<file path="src/rtl/imem_fetch_ctrl.sv">
// imem_fetch_ctrl: instruction-fetch sequencer owning the PC, feeding a small fetch queue to decode.
// Ports: clk/reset (sync, active-high); fetch_en gates new fetches; imem_addr/imem_data form the
// single-cycle memory read; redirect_valid/redirect_target flush the queue and reload the PC;
// out_valid/out_ready/out_instr/out_pc hand the queue head to decode; fault is sticky when the PC
// leaves memory. Optional macro IFETCH_PERF_EN adds perf_fetch_cnt/perf_stall_cnt counters.
module imem_fetch_ctrl #(
    parameter logic [31:0] RESET_PC   = 32'h0000_0000,
    parameter int          MEM_WORDS  = 1024,
    parameter int          FIFO_DEPTH = 2
) (
    input  logic        clk,
    input  logic        reset,
    input  logic        fetch_en,
    output logic [31:0] imem_addr,
    input  logic [31:0] imem_data,
    input  logic        redirect_valid,
    input  logic [31:0] redirect_target,
    output logic        out_valid,
    input  logic        out_ready,
    output logic [31:0] out_instr,
    output logic [31:0] out_pc,
    output logic        fault
`ifdef IFETCH_PERF_EN
    ,
    output logic [31:0] perf_fetch_cnt,
    output logic [31:0] perf_stall_cnt
`endif
);
    localparam int PW = $clog2(FIFO_DEPTH);
    localparam int CW = $clog2(FIFO_DEPTH + 1);
    logic [31:0]   pc_q, pc_d;
    logic [CW-1:0] cnt_q, cnt_d;
    logic [PW-1:0] head_q, head_d, tail_q, tail_d;
    logic          fault_q, fault_d;
    logic [31:0]   instr_mem_q [FIFO_DEPTH];
    logic [31:0]   pc_mem_q [FIFO_DEPTH];
    logic          in_range, full, pop, can_fetch, push;
    always_comb begin
        in_range  = {2'b00, pc_q[31:2]} < 32'(MEM_WORDS);
        full      = cnt_q == CW'(FIFO_DEPTH);
        pop       = out_valid & out_ready;
        can_fetch = fetch_en & ~redirect_valid & ~fault_q & in_range;
        // a full queue still accepts a fetch when the head leaves the same cycle
        push      = can_fetch & (~full | pop);
        pc_d      = redirect_valid ? (redirect_target & ~32'h3) : push ? pc_q + 32'd4 : pc_q;
        fault_d   = redirect_valid ? 1'b0 : fault_q | (fetch_en & ~in_range);
        cnt_d     = redirect_valid ? '0 : cnt_q + CW'(push) - CW'(pop);
        head_d    = redirect_valid ? '0 : head_q + PW'(pop);
        tail_d    = redirect_valid ? '0 : tail_q + PW'(push);
    end
    always_ff @(posedge clk) begin
        if (reset) begin
            pc_q    <= RESET_PC;
            cnt_q   <= '0;
            head_q  <= '0;
            tail_q  <= '0;
            fault_q <= 1'b0;
        end else begin
            pc_q    <= pc_d;
            cnt_q   <= cnt_d;
            head_q  <= head_d;
            tail_q  <= tail_d;
            fault_q <= fault_d;
        end
    end
    // payload storage needs no reset: pointers and count define what is valid
    always_ff @(posedge clk) begin
        if (push) begin
            instr_mem_q[tail_q] <= imem_data;
            pc_mem_q[tail_q]    <= pc_q;
        end
    end
    assign imem_addr = pc_q;
    assign out_valid = cnt_q != '0;
    assign out_instr = out_valid ? instr_mem_q[head_q] : 32'h0;
    assign out_pc    = out_valid ? pc_mem_q[head_q] : 32'h0;
    assign fault     = fault_q;
`ifdef IFETCH_PERF_EN
    logic [31:0] perf_fetch_q, perf_stall_q;
    always_ff @(posedge clk) begin
        if (reset) begin
            perf_fetch_q <= '0;
            perf_stall_q <= '0;
        end else begin
            perf_fetch_q <= perf_fetch_q + 32'(push);
            perf_stall_q <= perf_stall_q + 32'(can_fetch & ~push);
        end
    end
    assign perf_fetch_cnt = perf_fetch_q;
    assign perf_stall_cnt = perf_stall_q;
`endif
endmodule

</file>
<file path="config.mk">
export PLATFORM = sky130hd
export DESIGN_NAME = imem_fetch_ctrl
export DESIGN_NICKNAME = d
export VERILOG_FILES = /design/src/rtl/imem_fetch_ctrl.sv
export SDC_FILE = /design/constraint.sdc
export NUM_CORES = 1
export LEC_CHECK = 0
export CAP_MARGIN = 25
export CELL_PAD_IN_SITES_DETAIL_PLACEMENT = 1
export CELL_PAD_IN_SITES_GLOBAL_PLACEMENT = 2
export CORE_MARGIN = 2
export CORE_UTILIZATION = 44
export CTS_BUF_LIST = sky130_fd_sc_hd__clkbuf_8
export DETAILED_ROUTE_END_ITERATION = 8
export DONT_BUFFER_PORTS = 1
export PLACE_DENSITY_LB_ADDON = 0.1
export RECOVER_POWER = 25
export SKIP_LAST_GASP = 1
export SLEW_MARGIN = 20
export SYNTH_ARGS = -nofsm -noshare
export SYNTH_HDL_FRONTEND = slang
export SYNTH_SLANG_ARGS = --single-unit
</file>
<file path="constraint.sdc">
create_clock -name clk -period 4.7 [get_ports clk]
set_input_delay 1.41 -clock clk [delete_from_list [all_inputs] [get_ports clk]]
set_output_delay 1.41 -clock clk [all_outputs]
set_load 0.02 [all_outputs]
</file>
==> results of run 1 <==
## worst paths after layout
| check | endpoint | depth (start not counted) |
|---|---|---|
| worst max register to register | pc_mem_q[0][21]$_DFFE_PP_ | 6 |
| worst max-delay path | out_instr[8] | 3 |
| worst min register to register | pc_mem_q[0][31]$_DFFE_PP_ | 0 |
| worst min-delay path | pc_mem_q[0][31]$_DFFE_PP_ | 0 |
## stage by stage
stage,total power [mW],area (um2)
after global placement,1.677,6564
after global routing,2.693,6950
after CTS,2.615,6923
after detailed placement,1.681,6564
final,2.589,6950
after floorplan,1.668,6394
## logic make-up after synthesis
| logic type | Yosys count | share of synthesized area |
|---|---|---|
| multiplexers | 86 | 0.1351 |
| XOR/XNOR | 2 | 0.002745 |
| other | 1 | 0.0005876 |
| AO/OA/AOI/OAI | 28 | 0.03215 |
| flip-flops | 159 | 0.6932 |
| AND/OR/NAND/NOR | 145 | 0.1045 |
| adder cells (fa/ha/maj) | 4 | 0.007842 |
| buffers and inverters | 33 | 0.02392 |
## registers in the layout, summed over array words and instances (netlist names)
name	count
cnt_q	2
pc_mem_q	60
instr_mem_q	64
imem_addr	30
fault	1
head_q	1
tail_q	1
## cell usage after synthesis, types with 2 or more instances
library cell | n | area, um2
a211oi_2 | 2 | 25.02
a21oi_1 | 7 | 35.03
a221oi_1 | 2 | 17.52
a22oi_1 | 4 | 30.03
and2_1 | 3 | 18.77
and3_1 | 4 | 25.02
buf_1 | 4 | 15.01
buf_2 | 5 | 25.02
buf_4 | 4 | 30.03
clkbuf_1 | 12 | 45.04
dfxtp_1 | 35 | 700.7
edfxtp_1 | 124 | 3724
ha_1 | 4 | 50.05
inv_1 | 7 | 26.28
mux2i_1 | 85 | 850.8
nand2_1 | 11 | 41.29
nand2b_1 | 4 | 25.02
nand3_1 | 4 | 20.02
nor2_1 | 92 | 345.3
nor3_1 | 5 | 25.02
nor4_1 | 11 | 68.82
o21ai_0 | 3 | 15.01
o22ai_1 | 3 | 18.77
o31a_1 | 2 | 17.52
or3_1 | 2 | 12.51
## area by class of cell
class	count	area (um2)
Fill cell	1440	7418
Sequential cell	159	4428
Multi-Input combinational cell	269	1849
Clock buffer	17	234.0
Tap cell	184	230.2
Clock inverter	14	125.1
Timing Repair Buffer	5	57.56
Inverter	7	26.28
## worst max-delay path, delay by kind of cell (launching register included)
| kind | cells | cell delay [ps] |
|---|---|---|
| simple gates | 1 | 340 |
| mux | 1 | 100 |
| flops | 1 | 900 |
| buf+inv | 1 | 350 |
## placed cells by master, fill, tap and decap left out, types with 3 or more instances in the layout
cell / netlist / final
mux2i_1: 85 / 85
a21oi_1: 7 / 7
nand2b_1: 4 / 4
nor3_1: 5 / 5
and2_1: 3 / 3
nand2_1: 11 / 11
nor2_1: 92 / 91
and3_1: 4 / 4
nor4_1: 11 / 11
dfxtp_1: 35 / 34
conb_1: 1 / 4
inv_1: 7 / 8
edfxtp_1: 124 / 124
a22oi_1: 4 / 4
o22ai_1: 3 / 3
buf_4: 4 / 4
clkinv_2: 0 / 5
clkinv_1: 0 / 3
nand3_1: 4 / 4
o21ai_0: 3 / 3
clkbuf_8: 0 / 17
## routing by layer
layer | GRT usage | up-vias
met5 | 0 | -
met4 | 0.04759 | 0
met3 | 0.08162 | 15
met2 | 0.3012 | 109
met1 | 0.2175 | 1760
li1 | - | 1671
## report_power, final
part           switching [mW]  internal (mW)
clock network           0.483          0.459
registers              0.0503           1.53
logic                  0.0354         0.0296
==> impl_results.md, run 1 <==
- CP max-delay cell: dfxtp_4
- Met3 Wirelength: between 1000 and 1500 um
- Final Skew: 9.404 ps
- Largest net degree at the start of global routing: 63
- CTS H-tree depth: 4
- Worst Path Arrival: about 2200 ps
- Vias in the first global route: between 3000 and 4000
- Die X: 124.4 um
- Max Root-Sink Buffers: 2
- Leak: ~2.3 nW
- Sequential fraction of the synthesis area: 0.6932
- Residual DRC: 0
- Layout Cells excl Fill: 655
- DP Wirelength: 8728 um
- Skew-Pair Late Insertion Delay: between 400 and 500 ps
- Initial antenna violation count: 0
- Starting Density: 0.4442
- Fin nets: 532
- Reg2reg start: imem_addr[12]$_SDFFE_PP0P_
- TritonCTS clock tree: yes
- Critical path endpoint category: primary output
- DR top layer: met4
- Row Count: 44
- Initial DRC Count: 228
- Worst slew pin tran: 918.3 ps
- WHS: 627.9 ps
- Run status: finished clean
- Die area: 15490 um2
- Sink Count: roughly 160
- WL met1: 5561 um
- Synthesized flop and latch total: 159
- Setup slack at placement: 1256 ps
- Via count: approximately 3600
- Most used DFF post-synth: edfxtp_1
- Slew Viols, Final: 0
- Setup Buffers After CTS: 0
- Setup TNS: 0 ps
- Global-route wire length before repair: 21650 um
- YS warnings: 0
- Root buffer cell: clkbuf_8
- Startpoint of the worst hold path: imem_addr[31]$_SDFFE_PP0P_
- Io pins: around 170
- Final period utilization: 0.7658
- WL final: about 14000 um
- Setup ws final: around 1100 ps
- Critical Path RT: 3290 ps
- Worst-path cell chain: buf_4, mux2i_1, nor2_1
- CTS clock-pin slew for the worst setup and hold paths: 80 ps
- PortBufs: 0
- Inserted Diodes: 0
- Peak supply drop: approximately 0.13 mV
- Yosys cell types: 44
- Util after Layout: 0.4837
- RSZ-0062 raised after global routing: false
- Reg-to-reg slack, setup: 1840 ps
- Routed WL per cell: 20.74 um
- Remaining Overflow, GRT: 0
- Fmax: approximately 0.28 GHz
- Wire length on met2: about 6800 um
- Routed Antenna Nets: 0
- Share of cells above drive strength 1: 0.09554
- Final min period: 3599 ps
- Placed Cells: between 600 and 700
- Post-synth ARST share: 0
- Hold Fails Final Rpt: 0
- Startpoint types: register
- Die Y: 124.4 um
- Global-route usage over all layers: 0.1822
- Via density: 5.427
- Area Growth Syn to Fin: 8.900%
- CTS hold repair buffers: 0
- Area of the mapped netlist: about 6400 um2
- Final setup vio count: 0
- Syn Area/Cell: 13.94 um2
- Critical path peak fanout: 47
- Synth Instances: approximately 460
- Drt pass-1 iters: 4
- Core area: 14370 um2
- Number of flops mapped to enable cells by yosys: 124
- RePlAce Congestion: 0.6968
- Power Dens Cells: 372.5 nW/um2
- Worst Hold Class: reg -> reg
- CTS resizes: 0
- WS Path Type: reg -> out
- Slew HR: 0.3878
- Max_cap viols: 0
- Critical path startpoint: head_q$_SDFF_PP0_
- Slowest stage delay, CP: 900 ps
- Total CTS buffers: 17
Note: power is estimated with default switching activity, not from simulation.
==> run 2: changes to the inputs <==
--- a/config.mk
+++ b/config.mk
@@ -9,7 +9,7 @@
 export CELL_PAD_IN_SITES_DETAIL_PLACEMENT = 1
 export CELL_PAD_IN_SITES_GLOBAL_PLACEMENT = 2
 export CORE_MARGIN = 2
-export CORE_UTILIZATION = 44
+export CORE_UTILIZATION = 40
 export CTS_BUF_LIST = sky130_fd_sc_hd__clkbuf_8
 export DETAILED_ROUTE_END_ITERATION = 8
 export DONT_BUFFER_PORTS = 1
==> constraint.sdc (replaced) <==
create_clock -name clk -period 2.93 [get_ports clk]
set_input_delay 0.879 -clock clk [delete_from_list [all_inputs] [get_ports clk]]
set_output_delay 0.879 -clock clk [all_outputs]
set_load 0.02 [all_outputs]
==> run 2 against run 1 <==
Against the previous run: clock power up 69%; count of clock-buffer cells in the layout rose by 1; cell area is 3.1% higher; flip-flop and latch count is the same; register-to-register slack got worse by 1600 ps; final cell count up 7.0%; via count increased by 2.4%; global-route usage shrank 1.3 points; power is 64% higher; sequential power grew 59%.
==> impl_results.md, run 2 (synthesized netlist as in run 1, its figures left out) <==
- Critical path endpoint category: primary output
- CTS hold repair buffers: 0 (unchanged)
- Startpoint types: register
- Vias in the first global route: 3689 (-4.3%)
- CTS H-tree depth: 4 (unchanged)
- Routed WL per cell: 20.50 um (-1.1%)
- Area Growth Syn to Fin: 12.27%
- Max Root-Sink Buffers: 2 (unchanged)
- Global-route wire length before repair: 21290 um (-1.7%)
- TritonCTS clock tree: yes
- Final Skew: 10.72 ps (+1.315 ps)
- Hold Fails Final Rpt: 0 (unchanged)
- Setup slack at placement: 216.1 ps (-1040 ps)
- RSZ-0062 raised after global routing: false
- Worst Path Arrival: 1850 ps (-340 ps)
- Multi-input logic area: 1849 um2 (unchanged)
- Leak: 2.313 nW (+2.8%)
- Most frequent cells in the layout: 124 x edfxtp_1, 91 x nor2_1, 85 x mux2i_1
- Slew HR: 0.6114 (+0.2236)
- Layout Cells excl Fill: 701 (+7.0%)
- Drt pass-1 iters: 5 (+1)
- Sink Count: 159 (unchanged)
- Global-route usage over all layers: 0.1696 (-0.01257)
- Peak supply drop: 0.2110 mV (+66%)
- Fin nets: 545 (+2.4%)
- DP Wirelength: 9514 um (+9.0%)
- Root buffer cell: clkbuf_8
- RePlAce Congestion: 0.7599 (+9.1%)
- Share of cells above drive strength 1: 0.1134 (+0.01786)
- Initial DRC Count: 201 (-12%)
- Skew-Pair Late Insertion Delay: 440 ps (about the same)
- Inserted Diodes: 0 (unchanged)
- WS Path Type: reg -> out
- Via density: 5.191 (-4.4%)
- Row Count: 46 (+4.5%)
- Residual DRC: 0 (unchanged)
- Core area: 15710 um2 (+9.4%)
- CTS clock-pin slew for the worst setup and hold paths: 90 ps (about the same)
- Slew Viols, Final: 0 (unchanged)
- Io pins: 167 (unchanged)
- # fillers: 1590 (+10%)
- Remaining Overflow, GRT: 0 (unchanged)
- Die area: 16980 um2 (+9.7%)
- Final Instance Area: 7166 um2 (+3.1%)
- Worst Hold Class: in -> reg
- Max_cap viols: 0 (unchanged)
- Placed Cells: 669 (+7.4%)
- Critical path peak fanout: 26 (-45%)
- WL final: 14370 um (+5.8%)
- Total CTS buffers: 17 (unchanged)
- Die Y: 130.3 um (+4.7%)
- Util after Layout: 0.4560 (-0.02767)
- Largest Register: instr_mem_q
- PortBufs: 0 (unchanged)
- Via count: 3639 (+2.4%)
- Commonest non-fill, non-tap cell in the layout: edfxtp_1
- WHS: 498.2 ps (-129.8 ps)
- Number of flip-flops in the largest register: 64 (unchanged)
- Final setup vio count: 0 (unchanged)
- Setup ws final: 201.4 ps (-899.6 ps)
- Largest net degree at the start of global routing: 61 (-3.2%)
- Final min period: 2729 ps
- Run status: finished clean
- Power Dens Cells: 591.1 nW/um2 (+59%)
- Final period utilization: 0.9313
- Fmax: 0.3665 GHz
- Register area: 4428 um2 (unchanged)
- Die X: 130.3 um (+4.7%)
- Initial antenna violation count: 0 (unchanged)
- Worst slew pin tran: 582.8 ps (-335.4 ps)
- Starting Density: 0.4062 (-0.03799)
- Critical Path RT: 2050 ps (-1240 ps)
- Area post-placement: 6797 um2 (+3.5%)
- Routed Antenna Nets: 0 (unchanged)
run 2: cell types whose count changed in the layout (fill, tap and decap cells not counted), moves of 2 or more:
cell,change
buf_12,+7
clkbuf_1,+7
clkinv_4,+5
clkinv_1,-3
clkinv_2,-2
inv_6,-2
run 2: layout make-up:
type,instances,share of cell area
Clock buffer,18,0.03457
Clock inverter,14,0.02008
Inverter,7,0.003667
Multi-Input combinational cell,269,0.2581
Sequential cell,159,0.6180
Tap cell,216,0.03772
Timing Repair Buffer,18,0.02794
run 2: critical path, stage by stage (launching register included):
cell and delay, ps:
dfxtp_4 600, buf_12 270, mux2i_1 100, nor2_1 410
run 2: worst paths after layout:
check                                                 from  slack [ps]  cells after the start                         end
worst max register to register  imem_addr[31]$_SDFFE_PP0P_         260                      8         cnt_q[1]$_SDFF_PP0_
worst min register to register  imem_addr[31]$_SDFFE_PP0P_         630                      0   pc_mem_q[0][31]$_DFFE_PP_
worst max-delay path                     head_q$_SDFF_PP0_         200                      3                  out_pc[18]
worst min-delay path                                 reset         500                      1  imem_addr[27]$_SDFFE_PP0P_
run 2: layer usage:
metal	track usage	vias to the layer above	routed length, um
met5	0	-	0
met4	0.06072	0	157
met3	0.06273	13	1026
met2	0.2769	113	7209
met1	0.2076	1817	5978
li1	-	1696	-
run 2: what timing repair did:
item | CTS | global route
endpoints found under the hold margin | 0 | 0
resized for setup | 0 | 1
buffers inserted | 0 | 0
endpoints found under the setup margin | 0 | 2
run 2: per-stage QoR:
step	power [mW]	TNS (ps)
floorplan	2.675	-18350
global placement	2.704	0
detailed placement	2.710	0
CTS	4.311	0
global route	4.414	0
finish	4.236	0
run 2: report_power, final:
group	total (mW)	internal, mW	leakage [nW]	switching (mW)
clock	1.59	0.778	0.200	0.808
combinational	0.128	0.0525	0.717	0.0751
sequential	2.52	2.46	1.40	0.0661
==> run 3: changes to the inputs <==
--- a/config.mk
+++ b/config.mk
@@ -6,14 +6,13 @@
 export NUM_CORES = 1
 export LEC_CHECK = 0
 export CAP_MARGIN = 25
-export CELL_PAD_IN_SITES_DETAIL_PLACEMENT = 1
-export CELL_PAD_IN_SITES_GLOBAL_PLACEMENT = 2
 export CORE_MARGIN = 2
-export CORE_UTILIZATION = 40
+export CORE_UTILIZATION = 54
 export CTS_BUF_LIST = sky130_fd_sc_hd__clkbuf_8
 export DETAILED_ROUTE_END_ITERATION = 8
 export DONT_BUFFER_PORTS = 1
-export PLACE_DENSITY_LB_ADDON = 0.1
+export GPL_ROUTABILITY_DRIVEN = 1
+export PLACE_DENSITY = 0.72
 export RECOVER_POWER = 25
 export SKIP_LAST_GASP = 1
 export SLEW_MARGIN = 20
==> constraint.sdc (replaced) <==
create_clock -name clk -period 2.4 [get_ports clk]
set_input_delay 0.72 -clock clk [delete_from_list [all_inputs] [get_ports clk]]
set_output_delay 0.72 -clock clk [all_outputs]
set_load 0.02 [all_outputs]
==> run 3 against run 2 <==
Against the previous run: clock power increased by 33%; non-clock buffer count increased by 34; register-to-register slack got worse by 90 ps; setup slack got worse by 98 ps; critical path depth unchanged; global-route usage increased by 3.8 points; count of clock-buffer cells in the layout increased by 2; highest routed layer unchanged; largest cell class unchanged; routed wire length decreased by 11%.
==> impl_results.md, run 3 (synthesized netlist as in run 1, its figures left out) <==
- Critical path peak fanout: 22 (-15%)
- PortBufs: 0 (unchanged)
- Peak supply drop: 0.4735 mV (+120%)
- CP max-delay cell: dfxtp_1
- Power Dens Cells: 720.7 nW/um2 (+22%)
- Power Total: 5.374 mW (+27%)
- Setup ws final: 103.0 ps (-98.39 ps)
- Leak: 2.499 nW (+8.0%)
- Layout Cells excl Fill: 662 (-5.6%)
- Multi-input logic area: 1892 um2 (+2.3%)
- Global-route wire length before repair: 20040 um (-5.8%)
- Max_cap viols: 0 (unchanged)
- Fin nets: 579 (+6.2%)
- Psw: 1.084 mW (+14%)
- Logic pwr share: 0.042 (+0.012)
- Initial DRC Count: 238 (+18%)
- Placed Cells: 629 (-6.0%)
- CTS clock-pin slew for the worst setup and hold paths: 80 ps (about the same)
- Worst Hold Class: in -> reg
- Commonest non-fill, non-tap cell in the layout: edfxtp_1
- Worst Path Arrival: 1580 ps (-270 ps)
- Starting Density: 0.5566 (+0.1504)
- Critical path endpoint category: primary output
- Share of cells above drive strength 1: 0.1696 (+0.05615)
- Clock share of power: 0.392 (+0.018)
- Residual DRC: 0 (unchanged)
- Via density: 5.653 (+8.9%)
- Max Root-Sink Buffers: 2 (unchanged)
- Routed WL per cell: 19.40 um (-5.4%)
- Startpoint types: register
- Largest Register: instr_mem_q
- Vias in the first global route: 3776 (+2.4%)
- Switching share of power: 0.2016 (-0.02245)
- CTS H-tree depth: 4 (unchanged)
- Final Skew: 10.14 ps (-0.5797 ps)
- RSZ-0062 raised after global routing: true
- Register area: 4428 um2 (unchanged)
- RePlAce Congestion: 0.7785 (+2.4%)
- Final min period: 2297 ps
- Setup slack at placement: -43.97 ps (-260.1 ps)
- Worst slew pin tran: 505.7 ps (-77.10 ps)
- Final period utilization: 0.9571
- Largest net degree at the start of global routing: 42 (-31%)
- # fillers: 842 (-47%)
- Run status: finished clean
- Skew-Pair Late Insertion Delay: 440 ps (about the same)
- Die area: 12700 um2 (-25%)
- Routed Antenna Nets: 0 (unchanged)
- Sink Count: 159 (unchanged)
- Number of flip-flops in the largest register: 64 (unchanged)
- Root buffer cell: clkbuf_8
- Core area: 11470 um2 (-27%)
- Die X: 112.7 um (-14%)
- DP Wirelength: 9021 um (-5.2%)
- Seq pwr share: 0.566 (-0.030)
- Inserted Diodes: 0 (unchanged)
- Total CTS buffers: 17 (unchanged)
- Drt pass-1 iters: 4 (-1)
- Global-route usage over all layers: 0.2080 (+0.03842)
- Remaining Overflow, GRT: 0 (unchanged)
- Int Power: 4.291 mW (+31%)
- Slowest stage delay, CP: 450 ps (-150 ps)
- Critical Path RT: 1680 ps (-370 ps)
- WL final: 12850 um (-11%)
- Hold Fails Final Rpt: 0 (unchanged)
- Area Growth Syn to Fin: 16.84%
- Util after Layout: 0.6503 (+0.1943)
- Slew HR: 0.6629 (+0.05140)
- WS Path Type: reg -> out
- Io pins: 167 (unchanged)
- Die Y: 112.7 um (-14%)
- Initial antenna violation count: 0 (unchanged)
- Top cell family by delay on the critical path: flip-flops
- Slew Viols, Final: 0 (unchanged)
- Most frequent cells in the layout: 124 x edfxtp_1, 87 x nor2_1, 85 x mux2i_1
- Final setup vio count: 0 (unchanged)
- TritonCTS clock tree: yes
- Row Count: 39 (-15%)
- Buf/Inv on CP: 1 (unchanged)
- Fmax: 0.4353 GHz
- Via count: 3742 (+2.8%)
- Worst-path cell chain: nor2_4, buf_4, nor2_1
[run 3: cell types whose count changed in the layout (fill, tap and decap cells not counted), moves of 2 or more]
| cell | previous run | this run |
|---|---|---|
| clkinv_1 | 0 | 2 |
| nor4_1 | 11 | 8 |
| clkinv_4 | 5 | 1 |
| nor2_2 | 0 | 4 |
| clkbuf_1 | 7 | 14 |
| nor4_2 | 0 | 2 |
| buf_12 | 7 | 12 |
| buf_4 | 3 | 25 |
| clkbuf_8 | 18 | 20 |
| bufinv_16 | 2 | 4 |
| nor2_1 | 91 | 87 |
[run 3: what timing repair did]
item / in CTS / in global routing
resized for setup: 4 / 4
hold buffers: 0 / 0
setup buffers: 1 / 0
setup endpoints to repair: 51 / 105
[run 3: final timing paths]
check,from,endpoint,slack (ps),cells past startpoint
max,cnt_q[1]$_SDFF_PP0_,out_pc[20],100,3
max reg2reg,imem_addr[31]$_SDFFE_PP0P_,instr_mem_q[0][9]$_DFFE_PP_,170,8
min,reset,imem_addr[3]$_SDFFE_PP0P_,340,1
min reg2reg,imem_addr[26]$_SDFFE_PP0P_,imem_addr[26]$_SDFFE_PP0P_,570,2
[run 3: power groups by stage]
stage,clock network (mW),logic (mW),registers (mW)
detailed placement,0,0.234,3.10
global placement,0,0.227,3.10
global route,2.27,0.245,3.05
floorplan,0,0.132,3.14
finish,2.11,0.224,3.04
CTS,2.16,0.235,3.04
[run 3: metrics by stage]
step	hold WS (ps)	TNS (ps)	instance area, um2
after floorplan	581.3	-9524	6434
after global placement	547.6	-14.17	7018
after detailed placement	573.9	-43.97	7018
after CTS	302.1	0	7490
after global routing	294.6	-1.685	7457
final	337.6	0	7457
[run 3: layout make-up]
cell class                      instances  area share
Clock buffer                           20     0.03691
Clock inverter                         12     0.02215
Sequential cell                       159      0.5938
Inverter                                7    0.003523
Multi-Input combinational cell        269      0.2537
Tap cell                              143     0.02399
Timing Repair Buffer                   52     0.06594
[run 3: worst register-to-register path, delay by kind of cell, from the launching register on]
kind	cells	cell delay (ps)
fa+ha+maj	1	210
buf+inv	3	520
flops	1	330
simple gates	4	860
[run 3: layer usage]
metal | up-vias | GRT usage | share of wire
li1 | 1773 | - | -
met1 | 1820 | 0.2435 | 0.40
met2 | 126 | 0.3401 | 0.50
met3 | 23 | 0.07981 | 0.076
met4 | 0 | 0.09837 | 0.026
met5 | - | 0 | 0
==> RTL edit 1 (config.mk and constraints of run 1) <==
`FIFO_DEPTH`: 2 -> 4.
--- a/src/rtl/imem_fetch_ctrl.sv
+++ b/src/rtl/imem_fetch_ctrl.sv
@@ -6,7 +6,7 @@
 module imem_fetch_ctrl #(
     parameter logic [31:0] RESET_PC   = 32'h0000_0000,
     parameter int          MEM_WORDS  = 1024,
-    parameter int          FIFO_DEPTH = 2
+    parameter int          FIFO_DEPTH = 4
 ) (
     input  logic        clk,
     input  logic        reset,
Function: changed (Yosys sat finds a counterexample within 4 cycles, from zero or initial values and one cycle with reset high).
==> RTL edit 1 against run 1 <==
  * Total power grew 85%
  * Sequential cell count is 127 higher
  * Worst hold slack lost 62 ps
  * Routed wire length increased by 72%
  * Largest cell class unchanged
  * Clock power increased by 100%
  * Synthesized cell count up 29%
  * Area after synthesis is 74% higher
  * Final area grew 78%
  * Via count up 52%
  * Fmax is 4.4% lower
  * Register-to-register slack got worse by 370 ps
  * Worst setup slack lost 170 ps
==> RTL edit 1: results (changes against run 1) <==
metric;value;unit;change
destination of the worst hold path;cnt_q[2]$_SDFF_PP0_;;was pc_mem_q[0][31]$_DFFE_PP_
maximum fanout count along the critical path;20;;was 47
list of most frequent post-synthesis cells;248 x edfxtp_1, 66 x and2_1, 62 x mux4_2, 38 x dfxtp_1, 33 x nor2_1;;was 124 x edfxtp_1, 92 x nor2_1, 85 x mux2i_1, 35 x dfxtp_1, 12 x clkbuf_1
worst-case reg-to-reg path depth;5;;was 6
unique cell type count in the Yosys netlist;45;;was 44
met2 track utilization from global routing;31.3;%;was 30.1%
Worst VDD drop;0.000190;V;was 0.000127 V
xor/xnor cell area share of the yosys netlist;0.394;%;was 0.274%
critical path's largest stage delay;570;ps;was 900 ps
DP Wirelength;13700;µm;was 8730 µm
status;complete, no violations;;unchanged
final clock skew;18.3;ps;was 9.40 ps
final non-filler cell total;980;;was 655
worst min-delay path startpoint;cnt_q[2]$_SDFF_PP0_;;was imem_addr[31]$_SDFFE_PP0P_
number of stages on the worst hold path;2;;was 0
static leakage;4.01;nW;was 2.25 nW
Reg clk slew, reported paths;60;ps;was 80 ps
data arrival time of the critical path;2360;ps;was 2190 ps
CTS H-Tree Depth;2;;was 4
sequential area share after synthesis;73.8;%;was 69.3%
# placed instances;898;;was 623
fraction of final layout cells sized beyond drive strength 1;21.7;%;was 9.55%
Fillers;2333;;was 1440
count of mapped cells out of synthesis;589;;was 458
pin count of the biggest net entering global routing;64;;was 63
via density per instance;5.51;;was 5.43
worst-case setup slack after placement;864;ps;was 1260 ps
==> RTL edit 1: cell types whose count changed in the layout (fill, tap and decap cells not counted), moves of 8 or more <==
cell and delta:
clkinv_1 +8, clkbuf_8 +33, mux2i_1 -59, nor2_1 -59, and2_1 +63, mux4_2 +62, inv_1 +12, edfxtp_1 +124
==> RTL edit 1: per-stage QoR <==
step	utilization [%]	instance area, µm²
2_1_floorplan	-	11200
3_3_place_gp	46.4	11600
3_5_place_dp	46.4	11600
4_1_cts	49.7	12400
5_1_grt	49.7	12400
6_report	49.7	12400
==> RTL edit 1: logic make-up (layout without fill, tap and decap cells) <==
group                    count (synthesis)  after routing
flip-flops                             286            286
AND/OR/NAND/NOR                        140            140
multiplexers                            88             88
buffers and inverters                   39             97
AO/OA/AOI/OAI                           25             25
adder cells (fa/ha/maj)                  5              5
XOR/XNOR                                 5              5
other                                    1              4
==> RTL edit 1: how the worst max path moves through the flow <==
stage                               from                     endpoint  depth (start not counted)
floorplan                 redirect_valid  instr_mem_q[2][0]$_DFFE_PP_                          7
CTS                 head_q[0]$_SDFF_PP0_                out_instr[30]                          3
global route         cnt_q[1]$_SDFF_PP0_                   out_pc[12]                          3
finish              head_q[0]$_SDFF_PP0_                out_instr[30]                          3
detailed placement        redirect_valid  instr_mem_q[0][9]$_DFFE_PP_                          5
global placement          redirect_valid  instr_mem_q[3][9]$_DFFE_PP_                          6
==> RTL edit 1: area by class of cell <==
| cell class | count | area [µm²] | area share, % |
|---|---|---|---|
| clock buffers | 50 | 688 | 5.55 |
| clock inverters | 32 | 129 | 1.04 |
| well taps | 330 | 413 | 3.33 |
| repair buffers | 10 | 150 | 1.21 |
| multi-input cells | 267 | 2780 | 22.4 |
| inverters | 5 | 20.0 | 0.161 |
| flip-flops and latches | 286 | 8220 | 66.3 |
==> RTL edit 1: layer usage <==
layer,vias up,wire [µm]
li1,2370,-
met1,2842,9080
met2,149,12200
met3,39,1540
met4,0,477
met5,-,0
==> RTL edit 1: power by group through the flow <==
stage	Clock, mW	Combinational [mW]	Sequential [mW]
floorplan	0	0.0648	2.87
global placement	0	0.0655	2.89
global route	2.07	0.0748	2.84
CTS	1.97	0.0682	2.83
detailed placement	0	0.0679	2.89
finish	1.89	0.0668	2.83
==> RTL edit 1: worst reg2reg max path: cells and delay by family (launching register included) <==
kind                   cells  cell delay (ps)
and+or+nand+nor            4             2070
DFF                        1              430
buffers and inverters      1              390
==> RTL edit 2 (settings of run 1) <==
Without the edit above. Register the input `redirect_target` before use, without a reset. The logic sees it one clock later. The other inputs are not delayed to match. Comments in the files are not updated.
--- a/src/rtl/imem_fetch_ctrl.sv
+++ b/src/rtl/imem_fetch_ctrl.sv
@@ -28,6 +28,13 @@
 );
     localparam int PW = $clog2(FIFO_DEPTH);
     localparam int CW = $clog2(FIFO_DEPTH + 1);
+
+    logic [31:0] redirect_target_q;
+
+    always_ff @(posedge clk) begin
+        redirect_target_q <= redirect_target;
+    end
+
     logic [31:0]   pc_q, pc_d;
     logic [CW-1:0] cnt_q, cnt_d;
     logic [PW-1:0] head_q, head_d, tail_q, tail_d;
@@ -42,7 +49,7 @@
         can_fetch = fetch_en & ~redirect_valid & ~fault_q & in_range;
         // a full queue still accepts a fetch when the head leaves the same cycle
         push      = can_fetch & (~full | pop);
-        pc_d      = redirect_valid ? (redirect_target & ~32'h3) : push ? pc_q + 32'd4 : pc_q;
+        pc_d      = redirect_valid ? (redirect_target_q & ~32'h3) : push ? pc_q + 32'd4 : pc_q;
         fault_d   = redirect_valid ? 1'b0 : fault_q | (fetch_en & ~in_range);
         cnt_d     = redirect_valid ? '0 : cnt_q + CW'(push) - CW'(pop);
         head_d    = redirect_valid ? '0 : head_q + PW'(pop);
Check against the original RTL: not equivalent (a bounded check fails within 4 cycles, from zero or initial values and one cycle with reset high).
==> RTL edit 2 against run 1 <==
  * Worst setup slack improved by 19 ps
  * Critical endpoint is now out_pc[16]
  * Die area increased by 9.5%
  * Total power increased by 12%
  * Clock power increased by 4.9%
  * Final area increased by 9.1%
  * Routed wire length increased by 1.7%
  * Sequential cell count increased by 30
  * Highest routed layer is now met5
  * Area after synthesis increased by 9.8%
==> RTL edit 2: results (changes against run 1) <==
metric;value;unit;change
total cell area at the placement stage;7220;µm²;was 6560 µm²
worst-case reg-to-reg path depth;4;;was 6
number of stages on the worst hold path;2;;was 0
static leakage;2.46;nW;was 2.25 nW
starting DRC count in detailed routing;169;;was 228
critical path's largest stage delay;580;ps;was 900 ps
final clock skew;9.20;ps;was 9.40 ps
last weighted congestion value of the routability-driven placer;0.751;;was 0.697
clk buf depth;2;;unchanged
family of cells with the greatest summed delay on the critical path;simple AND/OR/NAND/NOR gates;;was flip-flops
DP Wirelength;9010;µm;was 8730 µm
crit path time final;3580;ps;was 3600 ps
Compound-Gate Fraction of Synth Area;2.73;%;was 3.22%
share of synthesized area spent on multiplexers;12.2;%;was 13.5%
sequential area share after synthesis;71.7;%;was 69.3%
status;complete, no violations;;unchanged
final non-filler cell total;714;;was 655
number of nets in the finished design;557;;was 532
number of optimization iterations in the first detailed-route pass;4;;unchanged
data arrival time of the critical path;2170;ps;was 2190 ps
cell at the slowest stage of the critical path;nor2_4;;was dfxtp_4
xor/xnor cell area share of the yosys netlist;0.375;%;was 0.274%
initial antenna violation count;2;;was 0
path class of the lowest-slack min-delay path;register to register;;unchanged
unique cell type count in the Yosys netlist;42;;was 44
# placed instances;681;;was 623
Crit Reg-Reg Startpoint;imem_addr[27]$_SDFFE_PP0P_;;was imem_addr[12]$_SDFFE_PP0P_
Psw;0.613;mW;was 0.568 mW
via density per instance;5.24;;was 5.43
worst-case setup slack after placement;1160;ps;was 1260 ps
Global Route Usage Sum;16.4;%;was 18.2%
Worst VDD drop;0.000176;V;was 0.000127 V
setup slack on the worst flop-to-flop path;1860;ps;was 1840 ps
global-route wire length before repair;20500;µm;was 21700 µm
via count of the first global-routing pass;3784;;was 3854
wire length per cell;19.4;µm;was 20.7 µm
Hold Worst Slack;475;ps;was 628 ps
worst rel slew slack;38.4;%;was 38.8%
list of most frequent post-synthesis cells;124 x edfxtp_1, 94 x nor2_1, 84 x mux2i_1, 65 x dfxtp_1, 17 x clkbuf_1;;was 124 x edfxtp_1, 92 x nor2_1, 85 x mux2i_1, 35 x dfxtp_1, 12 x clkbuf_1
worst setup path start;cnt_q[1]$_SDFF_PP0_;;was head_q$_SDFF_PP0_
share of flip-flops with an asynchronous set or reset after synthesis;0;%;unchanged
leading cell types by total area after synthesis;edfxtp_1 53%, dfxtp_1 19%, mux2i_1 12%;;was edfxtp_1 58%, mux2i_1 13%, dfxtp_1 11%
fraction of the mapped netlist area in adder cells;0.714;%;was 0.784%
syn avg cell area;14.4;µm²;was 13.9 µm²
maximum fanout count along the critical path;37;;was 47
fraction of final layout cells sized beyond drive strength 1;9.05;%;was 9.55%
worst min-delay path startpoint;redirect_target_q[2]$_DFF_P_;;was imem_addr[31]$_SDFFE_PP0P_
## RTL edit 2: cell count changes after synthesis, sizes merged, moves of 5 or more
cell / before / now
a31oi: 0 / 6
a32oi: 1 / 7
clkbuf: 12 / 17
dfxtp: 35 / 65
nand3b: 0 / 8
## RTL edit 2: tightest hold or removal path, stage by stage (launching register included)
cell	delay (ps)
dfxtp_1	310
nor2_1	80
nor3_1	50
## RTL edit 2: worst paths after layout
kind,to
setup / recovery,out_pc[16]
hold reg to reg,imem_addr[2]$_SDFFE_PP0P_
hold / removal,imem_addr[2]$_SDFFE_PP0P_
setup reg to reg,pc_mem_q[1][14]$_DFFE_PP_
## RTL edit 2: cells by family after synthesis
group           Yosys count
mux                      85
flops                   189
other cells               1
xor+xnor                  3
fa+ha+maj                 4
buf+inv                  34
compound gates           25
simple gates            144
## RTL edit 2: area by class of cell
cell class,instances,area (µm²)
diodes,1,2.50
repair buffers,4,30.0
inverters,7,26.3
clock buffers,17,234
clock inverters,15,130
well taps,216,270
fillers,1572,8130
multi-input cells,265,1860
flip-flops and latches,189,5030
## RTL edit 2: power groups by stage
| stage | clock network, mW | registers [mW] | logic (mW) |
|---|---|---|---|
| finish | 0.988 | 1.85 | 0.0621 |
| global placement | 0 | 1.89 | 0.0609 |
| detailed placement | 0 | 1.89 | 0.0632 |
| global route | 1.09 | 1.86 | 0.0705 |
| floorplan | 0 | 1.88 | 0.0655 |
| CTS | 1.03 | 1.85 | 0.0635 |
## RTL edit 2: layer usage
metal,vias to the layer above,global-route usage [%],routed length (µm)
met2,111,27.1,6820
met3,19,6.89,1180
li1,1751,-,-
met5,-,0,13
met1,1861,18.5,5550
met4,2,7.72,253
